[src/rtl/memory_arbiter.sv]
// Two-master arbiter: dcache and icache share one single-word RAM port.
// Data has priority; a starvation counter forces an instruction grant.
module memory_arbiter #(
  parameter int unsigned STARVE_MAX = 4
) (
  input  logic        CLK,
  input  logic        nRST,
  input  logic        iREN,
  input  logic [31:0] iaddr,
  output logic [31:0] iload,
  output logic        iwait,
  input  logic        dREN,
  input  logic        dWEN,
  input  logic [31:0] daddr,
  input  logic [31:0] dstore,
  output logic [31:0] dload,
  output logic        dwait,
  output logic        ramREN,
  output logic        ramWEN,
  output logic [31:0] ramaddr,
  output logic [31:0] ramstore,
  input  logic [31:0] ramload,
  input  logic [1:0]  ramstate,
  output logic        proto_err
);

  typedef enum logic [1:0] {IDLE, DATA, INST} state_t;

  localparam logic [1:0] RAM_ACCESS = 2'd2;
  localparam logic [3:0] STARVE_LIM = 4'(STARVE_MAX);

  state_t     state_q, state_d;
  logic [3:0] starve_cnt_q, starve_cnt_d;
  logic       proto_err_q;
  logic       dreq, acc;

  assign dreq      = dREN | dWEN;
  assign acc       = (ramstate == RAM_ACCESS);
  assign iload     = ramload;
  assign dload     = ramload;
  assign proto_err = proto_err_q;

  always_ff @(posedge CLK or negedge nRST) begin
    if (!nRST) begin
      state_q      <= IDLE;
      starve_cnt_q <= 4'd0;
      proto_err_q  <= 1'b0;
    end else begin
      state_q      <= state_d;
      starve_cnt_q <= starve_cnt_d;
      if (dREN && dWEN) proto_err_q <= 1'b1;
    end
  end

  always_comb begin
    state_d      = state_q;
    starve_cnt_d = starve_cnt_q;
    ramREN       = 1'b0;
    ramWEN       = 1'b0;
    ramaddr      = 32'd0;
    ramstore     = 32'd0;
    iwait        = 1'b1;
    dwait        = 1'b1;
    case (state_q)
      IDLE: begin
        // >= also catches a count that overshot when iREN rose mid-grant
        if (dreq && !(iREN && starve_cnt_q >= STARVE_LIM)) state_d = DATA;
        else if (iREN)                                       state_d = INST;
      end
      DATA: begin
        ramaddr  = daddr;
        ramstore = dstore;
        ramWEN   = dWEN;
        ramREN   = dREN & ~dWEN;
        dwait    = ~(dreq & acc);
        if (!dreq) begin
          state_d = IDLE;
        end else if (acc) begin
          state_d = IDLE;
          if (!iREN)                     starve_cnt_d = 4'd0;
          else if (starve_cnt_q != 4'hF) starve_cnt_d = starve_cnt_q + 4'd1;
        end
      end
      INST: begin
        ramaddr = iaddr;
        ramREN  = 1'b1;
        iwait   = ~(iREN & acc);
        if (!iREN) begin
          state_d = IDLE;
        end else if (acc) begin
          state_d      = IDLE;
          starve_cnt_d = 4'd0;
        end
      end
      default: state_d = IDLE;
    endcase
  end

endmodule

[config.mk]
export PLATFORM = sky130hd
export DESIGN_NAME = memory_arbiter
export DESIGN_NICKNAME = d
export VERILOG_FILES = /design/src/rtl/memory_arbiter.sv
export SDC_FILE = /design/constraint.sdc
export NUM_CORES = 1
export LEC_CHECK = 0
export CAP_MARGIN = 0
export CORE_AREA = 2 2 103 105
export CTS_CLUSTER_SIZE = 20
export DETAILED_ROUTE_END_ITERATION = 10
export DIE_AREA = 0 0 105 107
export GPL_ROUTABILITY_DRIVEN = 0
export HOLD_SLACK_MARGIN = 0.15
export PLACE_DENSITY = 0.74
export SLEW_MARGIN = 40
export SYNTH_ARGS = -nofsm -noshare
export SYNTH_HDL_FRONTEND = slang
export SYNTH_SLANG_ARGS = --single-unit
[constraint.sdc]
create_clock -name CLK -period 2.08 [get_ports CLK]
set_clock_uncertainty 0.05 [all_clocks]
set_input_delay 0.208 -clock CLK [delete_from_list [all_inputs] [get_ports CLK]]
set_output_delay 0.208 -clock CLK [all_outputs]
set_load 0.005 [all_outputs]
==> flow_summary.json <==
{
  "synth-seq-area-share_pct": 10.4,
  "yosysWarnings": 0,
  "synth-seq-cells": 7,
  "num_rows": 37,
  "violations": "setup timing",
  "numCtsBuffers": 3,
  "fmax_mhz": 479,
  "cts.clk_slew.worst_paths_ns": 0.04,
  "die_h_um": 107,
  "grt_antenna_before_repair": 0,
  "grt_pass1_wl_mm": 10.5,
  "irDropWorstVdd_mv": 0.547,
  "antenna_cells": 0,
  "hold_buffers": 0,
  "worst_pin_slew_ns": 0.369,
  "first_global_vias": 2047,
  "hold_class": "in2async",
  "dr.pass1.iters": 5,
  "multi_input_area_sq_um": 1010,
  "viasPerCell": 4.14,
  "port_buffers": 171,
  "area_growth_pct": 102,
  "maxSlewViolCount": 0,
  "seq_area_sq_um": 175,
  "grt_setup_unrepaired": "true",
  "grt.total_usage_pct": 11.8,
  "power_density_nw_per_um2": 903,
  "drt-initial-drc-count": 64,
  "dpl_worst_slack_ns": 0.0537,
  "core-area_sq_um": 10100,
  "leakage_nw": 1.90,
  "end_kind": "output port",
  "wl_per_cell_um": 14.8,
  "cp.required_ns": 1.82,
  "setup_viol": 1,
  "outcome": "finished, violations left",
  "cp.arrival_ns": 1.83,
  "clk_path_buf_depth": 2,
  "synthesis.area_sq_um": 1690,
  "finalNonFillerCells": 475,
  "syn-num-nets": 365,
  "crit_type": "reg2out",
  "fp.dieW_um": 105,
  "ios": 268,
  "place_inst": 460,
  "ant_nets": 0,
  "hold_violations": 0,
  "insertion_delay_ns": 0.23,
  "cp_max_fo": 4,
  "drt_wl_total_mm": 7.01,
  "start_util_pct": 16.8,
  "fin_crit_ns": 2.09,
  "cts_tree": "yes",
  "clock_tree.root_cell": "clkbuf_8",
  "synthDistinctLibCells": 33,
  "via_count": 1966,
  "h-tree-depth": 1,
  "clkSinkCount": 7,
  "fillers": 1058,
  "drive_above_1_share_pct": 10.0,
  "drc": 0,
  "grt_max_degree": 29,
  "synthCells": 225,
  "gr-total-overflow": 0,
  "syn_area_per_cell_sq_um": 7.52,
  "fin_crit_sh_pct": 100,
  "dpl.hpwl_mm": 5.58,
  "max-cap-violations": 0,
  "nets": 480,
  "crit_path_start_kind": "flip-flop",
  "fin_ws_ns": -0.00586,
  "die_area_sq_um": 11200,
  "max_slew_margin_pct": 75.3
}
## critical path: stages (launching register included)
cell,delay (ns)
dfrtp_1,0.40
buf_4,0.16
ha_4,0.19
buf_4,0.14
buf_4,0.13
and3b_1,0.15
o21a_1,0.16
dlygate4sd2_1,0.26
## kinds of logic after synthesis
group | after synthesis | synth area share (%)
AOI/OAI and AO/OA | 45 | 20.0
and+or+nand+nor | 84 | 31.5
buffers and inverters | 82 | 33.1
adders and majority gates | 5 | 3.70
DFF | 7 | 10.4
muxes | 2 | 1.26
## layout make-up
class	instances	share of cell area, %
inverter	2	0.220
sequential	7	5.12
tap	136	4.98
timing repair buffer	190	58.9
clock buffer	4	1.32
multi-input combinational	136	29.4
## state kept, by name, summed over array words and instances (netlist names)
register	flops
starve_cnt_q	4
state_q	2
proto_err	1
## Yosys cell counts
master | number | area share [%]
a211oi_1 | 1 | 0.44
nand3b_1 | 1 | 0.44
and4b_1 | 1 | 0.59
mux2i_1 | 1 | 0.59
buf_6 | 1 | 0.67
dfrtp_1 | 7 | 10
a221o_1 | 2 | 1.2
nor2_1 | 3 | 0.67
nor4bb_1 | 1 | 0.59
o21ai_0 | 3 | 0.89
a21o_1 | 1 | 0.44
a221oi_2 | 1 | 0.89
nor3b_1 | 1 | 0.44
inv_1 | 2 | 0.44
or3b_2 | 1 | 0.52
and4_4 | 1 | 0.67
mux2_2 | 1 | 0.67
a21oi_1 | 1 | 0.30
a22oi_1 | 32 | 14
and3b_1 | 2 | 1.0
o21a_1 | 1 | 0.44
nand3_1 | 2 | 0.59
ha_1 | 5 | 3.7
a22o_1 | 1 | 0.52
nor3_1 | 1 | 0.30
o22ai_1 | 2 | 0.74
buf_2 | 4 | 1.2
buf_4 | 64 | 28
nor2b_1 | 34 | 13
and2_1 | 33 | 12
nand2_1 | 2 | 0.44
and2b_1 | 1 | 0.44
clkbuf_1 | 11 | 2.4
## placed cells by master (no fill, tap or decap), types with 2 or more instances in the layout
cell type / instances
a221o_1: 2
a22oi_1: 30
a22oi_2: 2
and2_1: 32
and3b_1: 2
buf_12: 6
buf_4: 11
clkbuf_8: 3
clkdlybuf4s50_1: 113
dfrtp_1: 7
dlygate4sd2_1: 22
dlymetal6s2s_1: 36
ha_1: 2
ha_4: 3
inv_2: 2
nand2_1: 2
nand3_1: 2
nor2_1: 3
nor2b_1: 34
o21ai_0: 3
o22ai_1: 2
## per-stage QoR
stage / setup TNS (ns) / total power [W] / instance area [sq um] / hold WS (ns) / util (%)
2_1_floorplan: 0 / 0.00146 / 1690 / -0.138 / -
4_1_cts: -0.436 / 0.00310 / 3290 / 0.211 / 32.6
3_5_place_dp: 0 / 0.00271 / 3130 / 0.366 / 31.0
5_1_grt: -0.214 / 0.00334 / 3420 / 0.223 / 33.9
6_report: -0.00586 / 0.00309 / 3420 / 0.202 / 33.9
3_3_place_gp: 0 / 0.00264 / 3130 / 0.366 / 31.0
## layer usage
metal | vias to the layer above | part of all wire, % | track usage (%)
li1 | 928 | - | -
met1 | 873 | 36 | 11.6
met2 | 138 | 51 | 22.4
met3 | 27 | 10 | 4.32
met4 | 0 | 2.6 | 4.38
met5 | - | 0 | 0
## timing repair
action	CTS	global route
setup endpoints to repair	66	45
gates cloned	1	0
setup buffers	6	4
gates resized for setup	34	38
pin swaps	1	3
## path summary, 6_finish.rpt
path	startpoint	end	slack (ns)	depth (start not counted)
setup / recovery	state_q[0]$_DFFE_PN0P_	ramREN	-0.006	7
hold / removal	nRST	proto_err$_DFFE_PN0P_	0.20	1
setup reg to reg	state_q[0]$_DFFE_PN0P_	starve_cnt_q[3]$_DFFE_PN0P_	0.05	8
hold reg to reg	proto_err$_DFFE_PN0P_	proto_err$_DFFE_PN0P_	0.41	1
max in group asynchronous	nRST	starve_cnt_q[1]$_DFFE_PN0P_	1.51	1
min in group CLK	ramload[18]	dload[18]	0.37	0
## power breakdown
group	switching [W]	leakage, nW	internal, W	total, W
combinational	0.00103	1.80	0.00161	0.00264
sequential	0.0000591	0.0825	0.000189	0.000248
clock	0.0000631	0.0228	0.000133	0.000196
(Power assumes the default switching activity.)
